File: src/rtl/dram_rout_collector.sv
// Deserialises the serial ROUT lanes of the DRAM CIM array into one AES state.
// After a start strobe it waits RD_LAT cycles, shifts BITS bits per lane, then holds the state for a valid/ready handshake.
module dram_rout_collector #(
    parameter int unsigned LANES     = 16,
    parameter int unsigned BITS      = 8,
    parameter int unsigned RD_LAT    = 2,
    parameter bit          MSB_FIRST = 1'b1
) (
    input  logic                    CLK,
    input  logic                    RST,
    input  logic                    start,
    input  logic [LANES-1:0]        rout,
    output logic [LANES*BITS-1:0]   state_out,
    output logic                    state_vld,
    input  logic                    state_rdy,
    output logic                    busy,
    output logic                    ovr
);

    localparam int unsigned LAT_W = (RD_LAT > 0) ? $clog2(RD_LAT + 1) : 1;
    localparam int unsigned BIT_W = (BITS > 1) ? $clog2(BITS) : 1;
    localparam logic [LAT_W-1:0] LAT_LAST = LAT_W'(RD_LAT);
    localparam logic [BIT_W-1:0] BIT_LAST = BIT_W'(BITS - 1);

    typedef enum logic [1:0] {
        IDLE,
        WAIT,
        SHIFT,
        HOLD
    } state_t;

    state_t            state, state_nx;
    logic [LAT_W-1:0]  lat_cnt, lat_nx;
    logic [BIT_W-1:0]  bit_cnt, bit_nx;
    logic [LANES-1:0]  rout_q;
    logic              shift_en;
    logic              ovr_nx;

    always_comb begin
        state_nx = state;
        lat_nx   = lat_cnt;
        bit_nx   = bit_cnt;
        shift_en = 1'b0;
        ovr_nx   = 1'b0;
        case (state)
            IDLE: begin
                if (start) begin
                    state_nx = WAIT;
                    lat_nx   = '0;
                end
            end
            WAIT: begin
                ovr_nx = start;
                // RD_LAT+1 edges here so that rout_q holds bit 0 on the first SHIFT edge
                if (lat_cnt == LAT_LAST) begin
                    state_nx = SHIFT;
                    bit_nx   = '0;
                end else begin
                    lat_nx = lat_cnt + 1'b1;
                end
            end
            SHIFT: begin
                ovr_nx   = start;
                shift_en = 1'b1;
                if (bit_cnt == BIT_LAST) begin
                    state_nx = HOLD;
                end else begin
                    bit_nx = bit_cnt + 1'b1;
                end
            end
            HOLD: begin
                if (state_rdy) begin
                    if (start) begin
                        state_nx = WAIT;
                        lat_nx   = '0;
                    end else begin
                        state_nx = IDLE;
                    end
                end else begin
                    ovr_nx = start;
                end
            end
            default: state_nx = IDLE;
        endcase
    end

    always_ff @(posedge CLK or posedge RST) begin
        if (RST) begin
            state     <= IDLE;
            lat_cnt   <= '0;
            bit_cnt   <= '0;
            rout_q    <= '0;
            ovr       <= 1'b0;
            state_out <= '0;
        end else begin
            state   <= state_nx;
            lat_cnt <= lat_nx;
            bit_cnt <= bit_nx;
            rout_q  <= rout;
            ovr     <= ovr_nx;
            if (shift_en) begin
                // lane i owns byte i, which sits at the top end of the packed state
                for (int unsigned i = 0; i < LANES; i++) begin
                    if (MSB_FIRST) begin
                        state_out[(LANES-1-i)*BITS +: BITS] <=
                            {state_out[(LANES-1-i)*BITS +: BITS-1], rout_q[i]};
                    end else begin
                        state_out[(LANES-1-i)*BITS +: BITS] <=
                            {rout_q[i], state_out[(LANES-1-i)*BITS+1 +: BITS-1]};
                    end
                end
            end
        end
    end

    assign busy      = (state != IDLE);
    assign state_vld = (state == HOLD);

endmodule

File: config.mk
export PLATFORM = sky130hd
export DESIGN_NAME = dram_rout_collector
export DESIGN_NICKNAME = d
export VERILOG_FILES = /design/src/rtl/dram_rout_collector.sv
export SDC_FILE = /design/constraint.sdc
export NUM_CORES = 1
export LEC_CHECK = 0
export BUFFER_PORTS_ARGS = -buffer_cell sky130_fd_sc_hd__buf_2
export CAP_MARGIN = 25
export CORE_MARGIN = 5
export CORE_UTILIZATION = 59
export CTS_BUF_LIST = sky130_fd_sc_hd__clkbuf_8
export DETAILED_ROUTE_END_ITERATION = 7
export PLACE_DENSITY = 0.88
export SLEW_MARGIN = 20
export SYNTH_ARGS = -nofsm -noshare
export SYNTH_HDL_FRONTEND = slang
export SYNTH_SLANG_ARGS = --single-unit
File: constraint.sdc
create_clock -name CLK -period 9.7 [get_ports CLK]
set_input_delay 0.485 -clock CLK [delete_from_list [all_inputs] [get_ports CLK]]
set_output_delay 0.485 -clock CLK [all_outputs]
set_load 0.01 [all_outputs]
==> results.sh, run 1 <==
export IMPL_setup_violations_final=0
export IMPL_post_place_ws_ps=7080
export IMPL_totalNegativeSetupSlack_ps=0
export IMPL_ctsHoldBuffers=0
export IMPL_worstMarginPinSlew_ps=640.0
export IMPL_grt_pass1_wl_um=16810
export IMPL_yosysWarnings=0
export IMPL_dpl_hpwl_um=7282
export IMPL_worst_path_max_delay_cell="buf_4"
export IMPL_clock_skew_ps=9.172
export IMPL_status="finished, final reports clean"
export IMPL_grt_start_max_net_pins=79
export IMPL_final_cell_mix="dfrtp_1 (152), buf_2 (150), mux2_2 (129), clkbuf_8 (20), ha_1 (7)"
export IMPL_min_from="rout[2]"
export IMPL_path_class="reg2reg"
export IMPL_portBuffers=150
export IMPL_syn_nets=371
export IMPL_final_min_clock_period_ps=2625
export IMPL_start_util=0.5966
export IMPL_die_area_um2=11820
export IMPL_antenna_found_initial=0
export IMPL_die_x_um=108.7
export IMPL_hp_class="in2reg"
export IMPL_drc_errors=0
export IMPL_yosys_area_top_type="dfrtp_1"
export IMPL_gp_congestion=0.7425
export IMPL_ff2ff_path_depth=7
export IMPL_place_area_um2=6619
export IMPL_viasPerCell=5.095
export IMPL_slew_viol_final=0
export IMPL_path_cells="inv_1 > ha_4 > buf_4 > buf_16 > nand2_1 > o311ai_0 > nor2_1"
export IMPL_cp_required_ps=10010
export IMPL_rsz0062_at_grt="false"
export IMPL_grt_usage=0.1856
export IMPL_cts_tree="built"
export IMPL_ant_nets=0
export IMPL_clkTransAtPathRegs_ps=80
export IMPL_slowest_delay_ps=550
export IMPL_critical_path_peak_fanout=58
export IMPL_drt_iter0_drc=123
export IMPL_numCtsBuffers=17
export IMPL_rr_startpoint="state[0]"
export IMPL_max_freq_ghz=0.3809
export IMPL_cts_root_buf="clkbuf_8"
export IMPL_wl_per_cell_um=16.30
export IMPL_antenna_cells=0
export IMPL_first_global_vias=3424
export IMPL_ys_top_cells_by_area="dfrtp_1 (66%), mux2_2 (25%), ha_1 (1.7%)"
export IMPL_final_seq_area_um2=3804
export IMPL_ctsLongestPathBuffers=2
export IMPL_vdd_ir_drop_max_mv=0.2761
export IMPL_leakage_nw=3.363
export IMPL_area_growth_pct=22.91
export IMPL_row_count=36
export IMPL_fp_coreArea_um2=9639
export IMPL_hold_ws_ps=149.7
export IMPL_async_flop_share=1.000
export IMPL_cellPowerDensity_nw_per_um2=395.2
export IMPL_synth_yosys_seq_area_share=0.6614
export IMPL_cp_data_arrival_time_ps=2930
export IMPL_whs_path_depth=1
export IMPL_synth_distinct_cells=27
export IMPL_setup_worst_path_end_class="register"
export IMPL_syn_inst=343
export IMPL_cts_resized=0
export IMPL_yosysTopAreaCellShare=0.6614
export IMPL_fin_area_um2=7068
export IMPL_vias=3286
export IMPL_synth_seq_cells=152
export IMPL_firstDrtPassIters=4
export IMPL_slew_headroom=0.5733
export IMPL_hold_path_end="rout_q[2]"
export IMPL_cts_setup_buffers=0
export IMPL_syn_area_per_cell_um2=16.77
export IMPL_clock_sinks=152
export IMPL_cts_max_level=4
export IMPL_synth_area_um2=5751
export IMPL_multi_input_area_um2=1824
export IMPL_reg2reg_slack_ps=7070
export IMPL_die_y_um=108.7
export IMPL_synth_edf_count=0
export IMPL_clk_latency_ps=430
export IMPL_finalWorstSetupSlack_ps=7075
export IMPL_r2r_end="bit_cnt[0]"
export IMPL_fillCellCount=661
export IMPL_ys_dominant_reg_cell="dfrtp_1"
export IMPL_hold_viol_final=0
export IMPL_startpoint_type="register"
export IMPL_final_common_cell="dfrtp_1"
export IMPL_wl_um=10520
export IMPL_period_share=0.2706
export IMPL_nNetsFinal=528
export IMPL_overflow=0
export IMPL_pin_count=151
export IMPL_drive_gt1_frac=0.6270
export IMPL_maxCapViolCount=0
critical path, delay by kind of cell, from the launching register on:
kind | cells | cell delay (ps)
buf+inv | 3 | 1050
fa+ha+maj | 1 | 520
flops | 1 | 420
compound gates | 1 | 280
simple gates | 2 | 160
cell usage after synthesis, drive strengths merged (2+ instances only):
master and number:
dfrtp 152, mux2 130, buf 16, ha 8, inv 7, nor2b 5, nor2 4, mux2i 3
a2111oi 2, nand2 2, o21ai 2
final cells by class:
type                    instances  area share
inverters                       7    0.004426
well taps                     133     0.02354
clock inverters                11     0.02071
repair buffers                154      0.1161
flip-flops and latches        152      0.5381
clock buffers                  20     0.03894
multi-input cells             168      0.2581
flip-flops by register name, summed over array words and instances, names as in the netlist:
| signal | flops |
|---|---|
| state_out | 128 |
| rout_q | 16 |
| bit_cnt | 3 |
| lat_cnt | 2 |
| state | 2 |
| ovr | 1 |
through the flow:
step	cells	power, mW	utilization
CTS	644	2.834	0.7304
global placement	612	2.249	0.6838
global route	645	2.978	0.7333
finish	645	2.793	0.7333
detailed placement	613	2.327	0.6867
floorplan	343	1.902	-
cell families (layout without fill, tap and decap cells):
family | after synthesis | in the layout | synth area share
AOI/OAI and AO/OA | 10 | 10 | 0.01937
and+or+nand+nor | 17 | 17 | 0.01784
adders and majority gates | 8 | 8 | 0.01741
DFF | 152 | 152 | 0.6614
buffers and inverters | 23 | 192 | 0.02350
muxes | 133 | 133 | 0.2604
layer usage:
metal | routed length [um] | vias up | GRT usage | part of all wire
li1 | - | 1512 | - | -
met1 | 4158 | 1648 | 0.2252 | 0.40
met2 | 5368 | 108 | 0.3027 | 0.51
met3 | 753 | 18 | 0.06039 | 0.072
met4 | 236 | 0 | 0.08656 | 0.022
met5 | 0 | - | 0 | 0
worst max path at each step:
stage	from	end	slack, ps	depth (start not counted)
finish	state[0]	bit_cnt[0]	7070	7
global placement	state[0]	bit_cnt[0]	7010	6
detailed placement	state[0]	bit_cnt[0]	7080	7
global route	state[0]	bit_cnt[0]	6910	7
floorplan	RST	bit_cnt[0]	5120	1
CTS	state[0]	bit_cnt[0]	7070	7
report_power, final:
part           switching (mW)  leakage, nW  internal, mW
Combinational           0.532         1.34         0.630
Clock                   0.221        0.199         0.273
Sequential              0.202         1.82         0.935
Total                   0.955         3.36          1.84
(Power assumes the default switching activity.)
==> run 2, diff against run 1 <==
--- a/config.mk
+++ b/config.mk
@@ -8,10 +8,10 @@
 export BUFFER_PORTS_ARGS = -buffer_cell sky130_fd_sc_hd__buf_2
 export CAP_MARGIN = 25
 export CORE_MARGIN = 5
-export CORE_UTILIZATION = 59
+export CORE_UTILIZATION = 54
 export CTS_BUF_LIST = sky130_fd_sc_hd__clkbuf_8
 export DETAILED_ROUTE_END_ITERATION = 7
-export PLACE_DENSITY = 0.88
+export PLACE_DENSITY = 0.81
 export SLEW_MARGIN = 20
 export SYNTH_ARGS = -nofsm -noshare
 export SYNTH_HDL_FRONTEND = slang
==> constraint.sdc (replaced) <==
create_clock -name CLK -period 2.7 [get_ports CLK]
set_input_delay 0.135 -clock CLK [delete_from_list [all_inputs] [get_ports CLK]]
set_output_delay 0.135 -clock CLK [all_outputs]
set_load 0.01 [all_outputs]
==> run 2 against run 1 <==
Final area increased by 2.5%. Worst hold slack got worse by 45 ps. Global-route usage decreased by 0.81 points. Clock-buffer cell count decreased by 3. Setup slack got worse by 6300 ps. Critical endpoint is now state_out[61].
==> results.sh, run 2 (synthesized netlist as in run 1, its figures left out) <==
export IMPL_status="finished, final reports clean"
export IMPL_dpl_hpwl_um=7353
export IMPL_final_min_clock_period_ps=1956
export IMPL_antenna_cells=0
export IMPL_hold_path_end="ovr"
export IMPL_cp_required_ps=3010
export IMPL_hp_class="in2reg"
export IMPL_die_area_um2=12810
export IMPL_path_class="reg2reg"
export IMPL_post_place_ws_ps=728.6
export IMPL_gp_congestion=0.7418
export IMPL_cp_data_arrival_time_ps=2260
export IMPL_finalWorstSetupSlack_ps=744.2
export IMPL_drc_errors=0
export IMPL_totalNegativeSetupSlack_ps=0
export IMPL_path_cells="inv_1 > ha_4 > buf_4 > mux2_2"
export IMPL_clk_latency_ps=420
export IMPL_worstMarginPinSlew_ps=765.8
export IMPL_wl_um=10710
export IMPL_die_x_um=113.2
export IMPL_top_register="state_out"
export IMPL_whs_path_depth=4
export IMPL_viasPerCell=5.022
export IMPL_min_from="state_rdy"
export IMPL_vdd_ir_drop_max_mv=0.6748
export IMPL_area_growth_pct=26.04
export IMPL_cellPowerDensity_nw_per_um2=1392
export IMPL_r2r_end="state_out[61]"
export IMPL_numCtsBuffers=17
export IMPL_nNetsFinal=546
export IMPL_leakage_nw=3.439
export IMPL_final_cells=667
export IMPL_period_share=0.7244
export IMPL_final_util=0.6990
export IMPL_multi_input_area_um2=1824
export IMPL_fillCellCount=748
export IMPL_maxCapViolCount=0
export IMPL_setup_worst_path_end_class="register"
export IMPL_wl_per_cell_um=16.06
export IMPL_pin_count=151
export IMPL_start_util=0.5545
export IMPL_first_global_vias=3668
export IMPL_rsz0062_at_grt="false"
export IMPL_die_y_um=113.2
export IMPL_cts_resized=0
export IMPL_clkTransAtPathRegs_ps=80
export IMPL_cp_top_family="buffers and inverters"
export IMPL_hold_viol_final=0
export IMPL_worst_path_max_delay_cell="ha_4"
export IMPL_slew_viol_final=0
export IMPL_max_freq_ghz=0.5113
export IMPL_critical_path_peak_fanout=28
export IMPL_slowest_delay_ps=450
export IMPL_clock_sinks=152
export IMPL_ctsLongestPathBuffers=2
export IMPL_slew_headroom=0.4895
export IMPL_overflow=0
export IMPL_cts_root_buf="clkbuf_8"
export IMPL_placed_cells=617
export IMPL_final_cell_mix="dfrtp_1 (152), buf_2 (150), mux2_2 (129), dlygate4sd3_1 (18), clkbuf_8 (17)"
export IMPL_cts_tree="built"
export IMPL_setup_violations_final=0
export IMPL_cp_buffers_inverters=2
export IMPL_vias=3350
export IMPL_startpoint_type="register"
export IMPL_largest_register_ffs=128
export IMPL_rr_startpoint="state[0]"
export IMPL_grt_start_max_net_pins=153
export IMPL_drive_gt1_frac=0.6008
export IMPL_cts_max_level=4
export IMPL_portBuffers=150
export IMPL_grt_usage=0.1775
export IMPL_final_seq_area_um2=3804
export IMPL_reg2reg_slack_ps=740
export IMPL_drt_iter0_drc=135
export IMPL_ant_nets=0
export IMPL_ff2ff_path_depth=4
export IMPL_final_common_cell="dfrtp_1"
export IMPL_antenna_found_initial=0
export IMPL_grt_pass1_wl_um=18120
export IMPL_clock_skew_ps=7.210
export IMPL_reg_top3="state_out: 128 flops, rout_q: 16 flops, bit_cnt: 3 flops"
export IMPL_power_mw=10.09
export IMPL_row_count=37
export IMPL_firstDrtPassIters=4
export IMPL_fp_coreArea_um2=10370
## run 2: cell count changes in the layout (fill, tap and decap cells not counted), sizes merged
cell / previous run / this run
bufinv: 3 / 4
dlygate4sd3: 0 / 18
clkinv: 2 / 3
inv: 8 / 9
clkbuf: 20 / 17
clkinvlp: 5 / 6
## run 2: tightest hold or removal path, cell delays in order
cell and delay, ps:
buf_2 70, nor2b_1 100, nor2_1 120, nor3b_1 60
## run 2: metrics by stage
step	hold WS (ps)	instance area, um2
3_3_place_gp	242.3	6646
6_report	105.0	7248
5_1_grt	119.3	7248
3_5_place_dp	244.3	6646
4_1_cts	77.44	7248
2_1_floorplan	166.4	5754
## run 2: layout make-up
type / count / area share
Clock inverter: 15 / 0.02589
Inverter: 7 / 0.004143
Multi-Input combinational cell: 168 / 0.2517
Sequential cell: 152 / 0.5248
Clock buffer: 17 / 0.03228
Timing Repair Buffer: 172 / 0.1378
Tap cell: 136 / 0.02348
## run 2: how the worst max path moves through the flow
stage | startpoint | to | slack (ps) | cells past startpoint
finish | state[0] | state_out[61] | 740 | 4
global route | state[0] | bit_cnt[1] | 600 | 5
CTS | state[0] | state_out[65] | 730 | 4
detailed placement | state[0] | state_out[61] | 730 | 4
global placement | state[0] | state_out[67] | 810 | 4
floorplan | RST | bit_cnt[0] | 650 | 1
## run 2: routing by layer
layer	track usage	part of all wire	vias up
li1	-	-	1558
met1	0.2158	0.40	1685
met2	0.2994	0.51	96
met3	0.05936	0.071	11
met4	0.05849	0.015	0
met5	0	0	-
## run 2: repair_timing
item                      CTS  global route
hold endpoints to repair  106             0
hold buffers               18             0
setup buffers               0             0
## run 2: power breakdown
group	total (mW)	switching, mW	leakage (nW)	internal, mW
sequential	4.08	0.718	1.82	3.36
combinational	4.23	1.93	1.41	2.30
clock	1.79	0.797	0.207	0.994
total	10.1	3.44	3.44	6.65
==> run 3, diff against run 2 <==
==> constraint.sdc (replaced) <==
create_clock -name CLK -period 1.95 [get_ports CLK]
set_input_delay 0.0975 -clock CLK [delete_from_list [all_inputs] [get_ports CLK]]
set_output_delay 0.0975 -clock CLK [all_outputs]
set_load 0.01 [all_outputs]
==> run 3 against run 2 <==
Sequential share of layout area shrank 0.11 points. Combinational power grew 40%. Core utilization up 0.14 points. Largest power group unchanged. Largest cell class unchanged. Critical path depth grew 1. Via count grew 0.96%. Global-route usage increased by 1.0 points.
==> results.sh, run 3 (synthesized netlist as in run 1, its figures left out) <==
export IMPL_cp_required_ps=2280
export IMPL_numCtsBuffers=17
export IMPL_endpoint="lat_cnt[1]"
export IMPL_final_cell_mix="dfrtp_1 (152), buf_2 (150), mux2_2 (129), clkbuf_8 (19), dlygate4sd3_1 (18)"
export IMPL_hp_class="in2reg"
export IMPL_gp_congestion=0.7821
export IMPL_drc_errors=0
export IMPL_cellPowerDensity_nw_per_um2=1921
export IMPL_drt_iter0_drc=184
export IMPL_startpoint_type="register"
export IMPL_cp_data_arrival_time_ps=2170
export IMPL_overflow=0
export IMPL_period_share=0.9445
export IMPL_status="finished, final reports clean"
export IMPL_finalWorstSetupSlack_ps=108.2
export IMPL_setup_worst_path_end_class="register"
export IMPL_first_global_vias=3696
export IMPL_clock_skew_ps=7.400
export IMPL_antenna_cells=0
export IMPL_final_min_clock_period_ps=1842
export IMPL_area_growth_pct=26.31
export IMPL_die_x_um=113.2
export IMPL_final_seq_area_um2=3804
export IMPL_vdd_ir_drop_max_mv=1.138
export IMPL_firstDrtPassIters=4
export IMPL_top_register="state_out"
export IMPL_clock_sinks=152
export IMPL_cts_root_buf="clkbuf_8"
export IMPL_r2r_end="lat_cnt[1]"
export IMPL_ff2ff_path_depth=5
export IMPL_grt_pass1_wl_um=18850
export IMPL_wl_um=11130
export IMPL_crit_start="state[1]"
export IMPL_ant_nets=0
export IMPL_cts_setup_buffers=0
export IMPL_vias=3382
export IMPL_path_class="reg2reg"
export IMPL_multi_input_area_um2=1827
export IMPL_critical_path_peak_fanout=9
export IMPL_die_y_um=113.2
export IMPL_portBuffers=150
export IMPL_final_common_cell="dfrtp_1"
export IMPL_largest_register_ffs=128
export IMPL_grt_usage=0.1880
export IMPL_leakage_nw=3.454
export IMPL_worstMarginPinSlew_ps=470.9
export IMPL_fillCellCount=710
export IMPL_final_util=0.7004
export IMPL_ctsLongestPathBuffers=2
export IMPL_clk_latency_ps=440
export IMPL_rsz0062_at_grt="false"
export IMPL_hold_ws_ps=43.30
export IMPL_rr_startpoint="state[1]"
export IMPL_pin_count=151
export IMPL_setup_violations_final=0
export IMPL_reg_top3="state_out: 128 flops, rout_q: 16 flops, bit_cnt: 3 flops"
export IMPL_fp_coreArea_um2=10370
export IMPL_row_count=37
export IMPL_cts_max_level=4
export IMPL_dpl_hpwl_um=7531
export IMPL_post_place_ws_ps=54.72
export IMPL_grt_start_max_net_pins=77
export IMPL_reg2reg_slack_ps=110
export IMPL_die_area_um2=12810
export IMPL_slew_viol_final=0
export IMPL_nNetsFinal=548
export IMPL_cts_tree="built"
export IMPL_hold_viol_final=0
export IMPL_slew_headroom=0.6854
export IMPL_viasPerCell=5.070
export IMPL_wl_per_cell_um=16.69
export IMPL_maxCapViolCount=0
export IMPL_placed_cells=619
export IMPL_power_mw=13.95
export IMPL_drive_gt1_frac=0.6045
export IMPL_max_freq_ghz=0.5430
export IMPL_final_cells=667
export IMPL_start_util=0.5545
export IMPL_antenna_found_initial=0
export IMPL_clkTransAtPathRegs_ps=70
[run 3: worst min-delay path by stage]
stage / start / end / depth (start not counted)
after floorplan: rout[0] / rout_q[0] / 0
after global placement: RST / rout_q[7] / 2
after detailed placement: RST / rout_q[7] / 2
after CTS: state_rdy / ovr / 4
after global routing: state_rdy / ovr / 4
final: state_rdy / ovr / 4
[run 3: area by class of cell]
class,count,share of cell area
Tap cell,136,0.02343
Clock inverter,11,0.01826
Sequential cell,152,0.5237
Multi-Input combinational cell,168,0.2515
Inverter,7,0.004134
Clock buffer,19,0.03600
Timing Repair Buffer,174,0.1430
[run 3: worst max-delay path, stage by stage (launching register included)]
cell and delay [ps]:
dfrtp_1 460, inv_1 140, ha_2 310, nor2_1 110, a2111oi_4 330, mux2_2 380
[run 3: metrics by stage]
step | instance area [um2] | setup TNS, ps
after CTS | 7261 | 0
after global routing | 7263 | 0
after detailed placement | 6686 | 0
after global placement | 6686 | 0
after floorplan | 5754 | -9795
final | 7263 | 0
[run 3: timing repair]
item	in CTS	in global routing
resized for setup	0	1
endpoints found under the setup margin	0	3
hold buffers	18	0
hold endpoints to repair	169	0
[run 3: metal layers]
layer / vias up / share of wire / GRT usage
li1: 1555 / - / -
met1: 1709 / 0.39 / 0.2230
met2: 104 / 0.52 / 0.3088
met3: 14 / 0.072 / 0.07273
met4: 0 / 0.016 / 0.07612
met5: - / 0 / 0
[run 3: report_power, final]
group	internal [mW]	total (mW)	switching [mW]
clock network	1.30	2.38	1.08
registers	4.65	5.64	0.986
logic	3.23	5.93	2.71
